**config.mk**
```make
export PLATFORM = sky130hd
export DESIGN_NAME = command_receiver
export DESIGN_NICKNAME = d
export VERILOG_FILES = /design/src/rtl/sump_pkg.sv /design/src/rtl/uart_byte_rx.sv /design/src/rtl/command_receiver.sv
export SDC_FILE = /design/constraint.sdc
export NUM_CORES = 1
export LEC_CHECK = 0
export CELL_PAD_IN_SITES_DETAIL_PLACEMENT = 1
export CELL_PAD_IN_SITES_GLOBAL_PLACEMENT = 1
export CORE_ASPECT_RATIO = 0.7
export CORE_MARGIN = 5
export CORE_UTILIZATION = 41
export CTS_CLUSTER_SIZE = 24
export DETAILED_ROUTE_END_ITERATION = 8
export GPL_TIMING_DRIVEN = 0
export PLACE_DENSITY = 0.78
export SLEW_MARGIN = 15
export SYNTH_ARGS = -nofsm -noshare
export SYNTH_HDL_FRONTEND = slang
export SYNTH_SLANG_ARGS = --single-unit
```
**constraint.sdc**
```tcl
create_clock -name clock -period 2.1 [get_ports clock]
set_input_delay 0.63 -clock clock [delete_from_list [all_inputs] [get_ports clock]]
set_output_delay 0.63 -clock clock [all_outputs]
set_load 0.005 [all_outputs]
```
**src/rtl/sump_pkg.sv**
```systemverilog
// Shared constants and state encodings for the SUMP host command receiver.
// Imported by the UART byte receiver and the command assembler.
package sump_pkg;

    localparam logic [7:0] CMD_RESET = 8'h00;
    localparam logic [7:0] CMD_RUN   = 8'h01;
    localparam logic [7:0] CMD_ID    = 8'h02;
    localparam logic [7:0] CMD_XON   = 8'h11;
    localparam logic [7:0] CMD_XOFF  = 8'h13;

    // Bit 7 of an opcode marks a long command carrying a 32-bit argument.
    localparam int LONG_FLAG_BIT = 7;

    typedef enum logic [2:0] {
        B_IDLE,
        B_START,
        B_DATA,
        B_STOP,
        B_BREAK
    } byte_state_e;

    typedef enum logic {
        C_OPCODE,
        C_ARG
    } cmd_state_e;

    function automatic logic is_long_cmd(input logic [7:0] op);
        return op[LONG_FLAG_BIT];
    endfunction

endpackage

```
**src/rtl/uart_byte_rx.sv**
```systemverilog
// 8N1 LSB-first UART byte receiver: two-flop synchroniser plus byte FSM.
// byte_valid_o / frame_error_o are combinational strobes in the stop-bit sampling cycle.
module uart_byte_rx
    import sump_pkg::*;
#(
    parameter int FREQ = 100000000,
    parameter int RATE = 115200
) (
    input  logic       clock,
    input  logic       reset,
    input  logic       trx_clock_i,
    input  logic       rx_i,
    output logic [7:0] byte_o,
    output logic       byte_valid_o,
    output logic       frame_error_o
);

    localparam int BITLENGTH = FREQ / RATE;
    localparam int CNTW      = $clog2(BITLENGTH + 1);
    // Each decision fires on the tick that makes the counter reach its target.
    localparam logic [CNTW-1:0] HALF_LAST = CNTW'(BITLENGTH / 2 - 1);
    localparam logic [CNTW-1:0] BIT_LAST  = CNTW'(BITLENGTH - 1);

    logic              rx_meta_q;
    logic              rxs_q;
    byte_state_e       state_q, state_d;
    logic [CNTW-1:0]   cnt_q, cnt_d;
    logic [2:0]        idx_q, idx_d;
    logic [7:0]        shift_q, shift_d;
    logic              stop_sample;

    // The synchroniser idles high so reset never looks like a start bit.
    always_ff @(posedge clock or negedge reset) begin
        if (!reset) begin
            rx_meta_q <= 1'b1;
            rxs_q     <= 1'b1;
        end else begin
            rx_meta_q <= rx_i;
            rxs_q     <= rx_meta_q;
        end
    end

    // NOTE: sequential state uses non-blocking assignments only, so every flop samples pre-edge values.
    always_ff @(posedge clock or negedge reset) begin
        if (!reset) begin
            state_q <= B_IDLE;
            cnt_q   <= '0;
            idx_q   <= '0;
            shift_q <= '0;
        end else begin
            state_q <= state_d;
            cnt_q   <= cnt_d;
            idx_q   <= idx_d;
            shift_q <= shift_d;
        end
    end

    // NOTE: every comb output gets a default first; a missed branch would otherwise infer a latch.
    always_comb begin
        state_d = state_q;
        cnt_d   = cnt_q;
        idx_d   = idx_q;
        shift_d = shift_q;
        unique case (state_q)
            B_IDLE: begin
                if (!rxs_q) begin
                    cnt_d   = '0;
                    state_d = B_START;
                end
            end
            B_START: begin
                if (trx_clock_i) begin
                    if (cnt_q == HALF_LAST) begin
                        if (!rxs_q) begin
                            cnt_d   = '0;
                            idx_d   = '0;
                            state_d = B_DATA;
                        end else begin
                            state_d = B_IDLE;
                        end
                    end else begin
                        cnt_d = cnt_q + CNTW'(1);
                    end
                end
            end
            B_DATA: begin
                if (trx_clock_i) begin
                    if (cnt_q == BIT_LAST) begin
                        cnt_d          = '0;
                        shift_d[idx_q] = rxs_q;
                        idx_d          = idx_q + 3'd1;
                        if (idx_q == 3'd7) begin
                            state_d = B_STOP;
                        end
                    end else begin
                        cnt_d = cnt_q + CNTW'(1);
                    end
                end
            end
            B_STOP: begin
                if (trx_clock_i) begin
                    if (cnt_q == BIT_LAST) begin
                        cnt_d   = '0;
                        state_d = rxs_q ? B_IDLE : B_BREAK;
                    end else begin
                        cnt_d = cnt_q + CNTW'(1);
                    end
                end
            end
            B_BREAK: begin
                if (rxs_q) begin
                    state_d = B_IDLE;
                end
            end
            default: state_d = B_IDLE;
        endcase
    end

    always_comb begin
        stop_sample   = (state_q == B_STOP) && trx_clock_i && (cnt_q == BIT_LAST);
        byte_valid_o  = stop_sample && rxs_q;
        frame_error_o = stop_sample && !rxs_q;
        byte_o        = shift_q;
    end

endmodule

```
**src/rtl/command_receiver.sv**
```systemverilog
// SUMP command assembler: turns received bytes into opcode/argument commands
// with an execute strobe, and decodes XON/XOFF into flow-control pulses.
module command_receiver
    import sump_pkg::*;
#(
    parameter int FREQ = 100000000,
    parameter int RATE = 115200
) (
    input  logic        clock,
    input  logic        reset,
    input  logic        trxClock,
    input  logic        rx,
    output logic [7:0]  opcode,
    output logic [31:0] data,
    output logic        execute,
    output logic        xon,
    output logic        xoff,
    output logic        frameError
);

    logic [7:0]  rx_byte;
    logic        byte_valid;
    logic        byte_frame_error;

    cmd_state_e  state_q, state_d;
    logic [7:0]  opcode_q, opcode_d;
    logic [31:0] data_q, data_d;
    logic        execute_q, execute_d;
    logic        xon_q, xon_d;
    logic        xoff_q, xoff_d;
    logic        frame_error_q, frame_error_d;
    logic [7:0]  cmd_op_q, cmd_op_d;
    logic [23:0] arg_q, arg_d;
    logic [1:0]  arg_cnt_q, arg_cnt_d;

    uart_byte_rx #(
        .FREQ (FREQ),
        .RATE (RATE)
    ) u_byte_rx (
        .clock         (clock),
        .reset         (reset),
        .trx_clock_i   (trxClock),
        .rx_i          (rx),
        .byte_o        (rx_byte),
        .byte_valid_o  (byte_valid),
        .frame_error_o (byte_frame_error)
    );

    always_ff @(posedge clock or negedge reset) begin
        if (!reset) begin
            state_q       <= C_OPCODE;
            opcode_q      <= '0;
            data_q        <= '0;
            execute_q     <= 1'b0;
            xon_q         <= 1'b0;
            xoff_q        <= 1'b0;
            frame_error_q <= 1'b0;
            cmd_op_q      <= '0;
            arg_q         <= '0;
            arg_cnt_q     <= '0;
        end else begin
            state_q       <= state_d;
            opcode_q      <= opcode_d;
            data_q        <= data_d;
            execute_q     <= execute_d;
            xon_q         <= xon_d;
            xoff_q        <= xoff_d;
            frame_error_q <= frame_error_d;
            cmd_op_q      <= cmd_op_d;
            arg_q         <= arg_d;
            arg_cnt_q     <= arg_cnt_d;
        end
    end

    always_comb begin
        state_d = state_q;
        unique case (state_q)
            C_OPCODE: begin
                if (byte_valid && is_long_cmd(rx_byte)) begin
                    state_d = C_ARG;
                end
            end
            C_ARG: begin
                // A framing error abandons the partial command silently.
                if (byte_frame_error) begin
                    state_d = C_OPCODE;
                end else if (byte_valid && arg_cnt_q == 2'd3) begin
                    state_d = C_OPCODE;
                end
            end
            default: state_d = C_OPCODE;
        endcase
    end

    always_comb begin
        opcode_d      = opcode_q;
        data_d        = data_q;
        execute_d     = 1'b0;
        xon_d         = 1'b0;
        xoff_d        = 1'b0;
        frame_error_d = byte_frame_error;
        cmd_op_d      = cmd_op_q;
        arg_d         = arg_q;
        arg_cnt_d     = arg_cnt_q;
        if (byte_valid) begin
            unique case (state_q)
                C_OPCODE: begin
                    if (rx_byte == CMD_XON) begin
                        xon_d = 1'b1;
                    end else if (rx_byte == CMD_XOFF) begin
                        xoff_d = 1'b1;
                    end else if (!is_long_cmd(rx_byte)) begin
                        opcode_d  = rx_byte;
                        data_d    = '0;
                        execute_d = 1'b1;
                    end else begin
                        cmd_op_d  = rx_byte;
                        arg_cnt_d = '0;
                    end
                end
                C_ARG: begin
                    // Argument arrives LSB byte first; XON/XOFF values are plain data here.
                    arg_cnt_d = arg_cnt_q + 2'd1;
                    unique case (arg_cnt_q)
                        2'd0: arg_d[7:0]   = rx_byte;
                        2'd1: arg_d[15:8]  = rx_byte;
                        2'd2: arg_d[23:16] = rx_byte;
                        default: begin
                            opcode_d  = cmd_op_q;
                            data_d    = {rx_byte, arg_q};
                            execute_d = 1'b1;
                        end
                    endcase
                end
                default: ;
            endcase
        end
    end

    assign opcode     = opcode_q;
    assign data       = data_q;
    assign execute    = execute_q;
    assign xon        = xon_q;
    assign xoff       = xoff_q;
    assign frameError = frame_error_q;

endmodule

```
==> reports/results.ini, run 1 <==
[yosys]
syn_inst = 443
synth_area_sq_um = 4948
synthesis.nets = 455
synth_edf_count = 0
avgSynthCellArea_sq_um = 11.17
seq_area_frac_synth_pct = 53.15
synthDistinctLibCells = 59
yosysWarningCount = 0
async_flop_share_pct = 100.0
yosys_register_bits = 105
ys.flop_type = dfrtp_1

[timing]
final.setup.tns_ps = -884.9
fin_crit_sh_pct = 102.4
setup_ws_ps = -49.88
rsz0062_at_grt = true
slew_violations = 0
post-route-min-period_ps = 2150
maxSlewHeadroom_pct = 63.18
final_hold_viol_count = 0
setup_violations = 25
fmax_mhz = 465.1
skew_ps = 6.895
worst_slew_pin_slew_ps = 552.3
fin_hold_ws_ps = 189.2

[grt]
grt_use_total_pct = 18.56
grt_pass1_wl_mm = 20.91
gr-total-overflow = 0
antenna_found_initial = 0
first_global_vias = 3888
grt_max_degree = 66

[status]
status = complete, but fails checks
violations = negative setup slack

[critical_path]
rr_worst_depth = 8
cp.required_ps = 2330
path_max_fanout = 8
r2r_slack_ps = -50
worstSetupPathType = reg2reg
reg2reg_to = arg_q[2]
end_kind = flop
reg2reg_from = u_byte_rx.cnt_q[7]
start_kind = flop
arrival_ps = 2380

[floorplanning]
num_rows = 33
die_area_sq_um = 14400
ios = 48
start_util_pct = 42.05
core_region_area_sq_um = 11770
dieWidth_microns = 141.3
die_y_microns = 101.9

[placement]
globalplace.congestion = 0.8096
portBuffers = 46
placed_area_sq_um = 5638
hpwl_mm = 8.474

[clock_tree]
postCtsHoldBufs = 0
clock-root-buffer = clkbuf_16
cts_tree = built
clkTransAtPathRegs_ps = 70
cts_max_path_buffers = 2
numClockSinks = 105
insertion_delay_ps = 350
h-tree-depth = 3
cts-buffers-inserted = 9

[finish]
nets = 533
final_common_cell = dfrtp_1
n_fill_cell = 1240
area_growth_pct = 29.53
final_layout_size_suffix_gt1_share_pct = 29.71
fin_area_sq_um = 6410
utilization_pct = 54.47
num_antenna_cells = 0
layout.cells.most_common_list = 97 x dfrtp_1, 82 x nand2_1, 45 x clkdlybuf4s50_1, 32 x o21ai_0, 27 x mux2_2

[route]
vias = 3666
drt_pass1_iterations = 4
first_iter_violations = 171
drc = 0
ant_nets = 0
vias_per_cell = 5.375
wire_per_inst_microns = 19.67
wl_mm = 13.42

[pwr]
cellPowerDensity_nw_per_um2 = 785.1
power_leakage_nw = 2.783
max-vdd-ir-drop_v = 0.0004364

[run]
drv_cap = 0

[min_path]
min_path_type = in2async

[routing by layer]
metal | vias up | GRT usage, % | routed length (microns)
met4 | 0 | 4.617 | 197
li1 | 1702 | - | -
met1 | 1894 | 24.99 | 6257
met2 | 55 | 31.50 | 6594
met3 | 15 | 3.321 | 367
met5 | - | 0 | 0
[Yosys cell counts (2+ instances only)]
library cell / n / area, sq um
a21oi_1: 10 / 50.05
a22o_1: 3 / 26.28
a31oi_1: 3 / 18.77
and2_1: 2 / 12.51
buf_2: 3 / 15.01
buf_4: 3 / 22.52
clkbuf_1: 19 / 71.32
dfrtp_1: 103 / 2577
dfstp_2: 2 / 52.55
ha_1: 8 / 100.1
inv_1: 14 / 52.55
mux2_2: 29 / 326.6
mux2_4: 24 / 360.4
mux2i_1: 3 / 30.03
nand2_1: 83 / 311.6
nand2_8: 3 / 60.06
nand2b_1: 4 / 25.02
nand3_1: 13 / 65.06
nand4_1: 5 / 31.28
nor2_1: 10 / 37.54
nor2b_1: 3 / 18.77
nor3_1: 3 / 15.01
nor3b_1: 8 / 60.06
nor4_1: 4 / 25.02
o21ai_0: 42 / 210.2
o22ai_1: 2 / 12.51
o311ai_0: 2 / 17.52
o31ai_1: 3 / 22.52
or3_1: 2 / 12.51
[flip-flops by register name, indices dropped and copies added, names as in the netlist]
register	flops
data	32
arg_q	24
u_byte_rx.cnt_q	10
cmd_op_q	8
opcode	8
u_byte_rx.byte_o	8
u_byte_rx.idx_q	3
u_byte_rx.state_q	3
arg_cnt_q	2
execute	1
frameError	1
state_q	1
u_byte_rx.rx_meta_q	1
u_byte_rx.rxs_q	1
xoff	1
xon	1
[area by class of cell]
class	instances	area, sq um	area share [%]
Buffer	23	183.9	2.869
Clock inverter	6	73.82	1.152
Clock buffer	9	225.2	3.514
Tap cell	157	196.4	3.065
Timing Repair Buffer	71	710.7	11.09
Inverter	14	52.55	0.8198
Multi-Input combinational cell	297	2330	36.35
Sequential cell	105	2638	41.15
[worst max path at each step]
| stage | start | endpoint | slack, ps | cells past startpoint |
|---|---|---|---|---|
| 2_1_floorplan | u_byte_rx.cnt_q[2] | u_byte_rx.byte_o[1] | 4 | 6 |
| 3_3_place_gp | reset | u_byte_rx.state_q[0] | -3520 | 1 |
| 3_5_place_dp | u_byte_rx.byte_o[2] | opcode[6] | -410 | 5 |
| 4_1_cts | u_byte_rx.cnt_q[2] | arg_q[2] | -40 | 8 |
| 5_1_grt | u_byte_rx.cnt_q[7] | arg_q[18] | -100 | 8 |
| 6_report | u_byte_rx.cnt_q[7] | arg_q[2] | -50 | 8 |
[logic make-up (layout without fill, tap and decap cells)]
kind of cell	Yosys count	count (layout)	share of synthesized area [%]
compound gates	79	80	9.912
buf+inv	42	123	3.969
flops	105	105	53.15
simple gates	153	153	16.46
mux	56	56	14.49
fa+ha+maj	8	8	2.023
[where the power goes]
| group | switching [W] | total [W] | internal, W |
|---|---|---|---|
| Clock | 0.000789 | 0.00173 | 0.000938 |
| Sequential | 0.000153 | 0.00228 | 0.00212 |
| Combinational | 0.000616 | 0.00103 | 0.000412 |
| Total | 0.00156 | 0.00503 | 0.00347 |
[timing repair]
action,4_1_cts,5_1_grt
setup buffers,10,13
setup endpoints to repair,91,87
gates resized for setup,40,39
pin swaps,6,7
gates cloned,1,1
[stage by stage]
| step | cells | setup WS, ps | power (W) |
|---|---|---|---|
| 2_1_floorplan | 443 | 4.171 | 0.002906 |
| 3_3_place_gp | 646 | -3522 | 0.003118 |
| 3_5_place_dp | 647 | -406.9 | 0.003168 |
| 4_1_cts | 670 | -40.11 | 0.005029 |
| 5_1_grt | 682 | -97.05 | 0.005265 |
| 6_report | 682 | -49.88 | 0.005032 |
[worst max-delay path: stages (launching register included)]
cell and delay (ps):
dfrtp_1 380, buf_6 130, nand4bb_4 250, nor4_4 310, buf_6 180, and4_4 220
buf_12 140, nand2_8 100, mux2_4 320
No activity file was read; power rests on OpenSTA's default activity.
==> run 2, diff against run 1 <==
SKIP_LAST_GASP = 1   (was unset)
==> reports/results.ini, run 2 (synthesis gave the netlist of run 1 again) <==
[floorplanning]
die_y_microns = 101.9  ; unchanged
num_rows = 33  ; unchanged
dieWidth_microns = 141.3  ; unchanged
core_region_area_sq_um = 11770  ; unchanged
die_area_sq_um = 14400  ; unchanged
start_util_pct = 42.05  ; unchanged
ios = 48  ; unchanged

[placement]
portBuffers = 46  ; unchanged
dp_cells = 647  ; unchanged
pre_cts_ws_ps = -406.9  ; unchanged
hpwl_mm = 8.474  ; unchanged
globalplace.congestion = 0.8096  ; unchanged

[timing]
fin_hold_ws_ps = 182.0  ; -7.178 ps
final_hold_viol_count = 0  ; unchanged
worst_slew_pin_slew_ps = 507.0  ; -45.28 ps
slew_violations = 0  ; unchanged
maxSlewHeadroom_pct = 66.20  ; +3.0 points
skew_ps = 7.664  ; +0.7691 ps
post-route-min-period_ps = 2150  ; +0.4132 ps
rsz0062_at_grt = true
setup_violations = 25  ; unchanged
setup_ws_ps = -50.30  ; -0.4132 ps
fin_crit_sh_pct = 102.4  ; about the same
fmax_mhz = 465.1  ; about the same

[pwr]
p_switching_w = 0.001552  ; -0.45%
internal_power_w = 0.003471  ; about the same
max-vdd-ir-drop_v = 0.0004458  ; +2.1%
p_comb_share_pct = 20.3  ; about the same
power.share.switching_pct = 30.90  ; -0.085 points
power_leakage_nw = 2.788  ; +0.19%
seq_power_share_pct = 45.3  ; about the same
clkPwrFrac_pct = 34.4  ; about the same
cellPowerDensity_nw_per_um2 = 782.0  ; -0.38%

[clock_tree]
h-tree-depth = 3  ; unchanged
postCtsHoldBufs = 0  ; unchanged
cts-buffers-inserted = 9  ; unchanged
insertion_delay_ps = 350  ; about the same
cts_max_path_buffers = 2  ; unchanged
clkTransAtPathRegs_ps = 70  ; about the same
cts_tree = built
numClockSinks = 105  ; unchanged
clock-root-buffer = clkbuf_16

[finish]
largest_reg_flops = 32  ; unchanged
final_common_cell = dfrtp_1
stdcell_count = 682  ; unchanged
layout.cells.most_common_list = 97 x dfrtp_1, 77 x nand2_1, 45 x clkdlybuf4s50_1, 28 x mux2_2, 25 x mux2_4
seq_area_sq_um = 2638  ; unchanged
final_layout_size_suffix_gt1_share_pct = 30.48  ; +0.76 points
multi_input_area_sq_um = 2327  ; -0.11%
num_antenna_cells = 0  ; unchanged
nets = 533  ; unchanged
n_fill_cell = 1229  ; -0.89%
area_growth_pct = 29.81

[grt]
antenna_found_initial = 0  ; unchanged
first_global_vias = 3888  ; unchanged
met1_usage_pct = 24.99  ; unchanged
grt-busiest-layer = met2
gr-usage-met3_pct = 3.321  ; unchanged
grt_max_degree = 66  ; unchanged
gr-total-overflow = 0  ; unchanged
grt_pass1_wl_mm = 20.91  ; unchanged
grt_use_total_pct = 18.56  ; unchanged
use_met2_pct = 31.50  ; unchanged

[critical_path]
crit_path_top_delay_cell = dfrtp_1
start_kind = flop
path_delay_family = simple AND/OR/NAND/NOR gates
crit_buf_inv = 3  ; unchanged
arrival_ps = 2380  ; about the same
worstSetupPathType = reg2reg
cp.required_ps = 2330  ; about the same
cp_slowest_stage_delay_ps = 370  ; about the same
path_cells = buf_6, nand4bb_4, nor4_4, buf_6, and4_4, buf_12, nand2_8, mux2_4
crit_path_frequent_cell = buf_6
path_max_fanout = 8  ; unchanged
end_kind = flop

[route]
ant_nets = 0  ; unchanged
drc = 0  ; unchanged
vias = 3699  ; +0.90%
drt_pass1_iterations = 4  ; unchanged
first_iter_violations = 146  ; -15%
vias_per_cell = 5.424  ; +0.90%
wire_per_inst_microns = 19.91  ; +1.2%
wl_mm = 13.58  ; +1.2%

[min_path]
min_path_type = in2async

[status]
violations = negative setup slack
status = complete, but fails checks

[run]
drv_cap = 0  ; unchanged

-- run 2: cell types whose count changed in the layout (fill, tap and decap cells not counted), sizes merged --
cell    change
buf         -2
clkbuf      +2
-- run 2: what timing repair did --
item                                    in CTS  in global routing
buffers inserted                            10                 12
endpoints found under the setup margin      91                 88
hold endpoints to repair                     0                  0
resized for setup                           39                 51
pin swaps                                    5                  8
gates cloned                                 1                  2
-- run 2: power by group through the flow --
| stage | clock, W | sequential (W) | combinational [W] |
|---|---|---|---|
| 2_1_floorplan | 0 | 0.00224 | 0.000662 |
| 3_3_place_gp | 0 | 0.00227 | 0.000848 |
| 3_5_place_dp | 0 | 0.00228 | 0.000889 |
| 4_1_cts | 0.00177 | 0.00225 | 0.00101 |
| 5_1_grt | 0.00184 | 0.00229 | 0.00112 |
| 6_report | 0.00173 | 0.00228 | 0.00102 |
-- run 2: routing by layer --
layer  vias up  routed length [microns]
met5         -                        0
met4         0                      209
met3        19                      518
met2        67                     6678
met1      1908                     6174
li1       1705                        -
-- run 2: path summary, 6_finish.rpt --
path,start,end,slack (ps),cells past startpoint
min in group clock,u_byte_rx.rx_meta_q,u_byte_rx.rxs_q,380,0
max in group asynchronous,reset,u_byte_rx.rxs_q,1230,2
hold reg to reg,u_byte_rx.rx_meta_q,u_byte_rx.rxs_q,380,0
hold / removal,reset,data[10],180,1
setup reg to reg,u_byte_rx.cnt_q[7],arg_q[2],-50,8
setup / recovery,u_byte_rx.cnt_q[7],arg_q[2],-50,8
-- run 2: final cells by class --
cell class	instances	area share, %
repair buffers	71	11.34
clock buffers	9	3.506
clock inverters	6	1.149
multi-input cells	297	36.23
inverters	14	0.8181
plain buffers	23	2.844
well taps	157	3.058
flip-flops and latches	105	41.06
-- run 2: stage by stage --
step | cell area (sq um) | power (W) | utilization [%] | TNS (ps)
final | 6424 | 0.005024 | 54.59 | -875.6
after global routing | 6424 | 0.005251 | 54.59 | -2597
after CTS | 6178 | 0.005027 | 52.50 | -911.3
after detailed placement | 5638 | 0.003168 | 47.91 | -23550
after global placement | 5609 | 0.003118 | 47.67 | -383070
after floorplan | 4952 | 0.002906 | - | 0
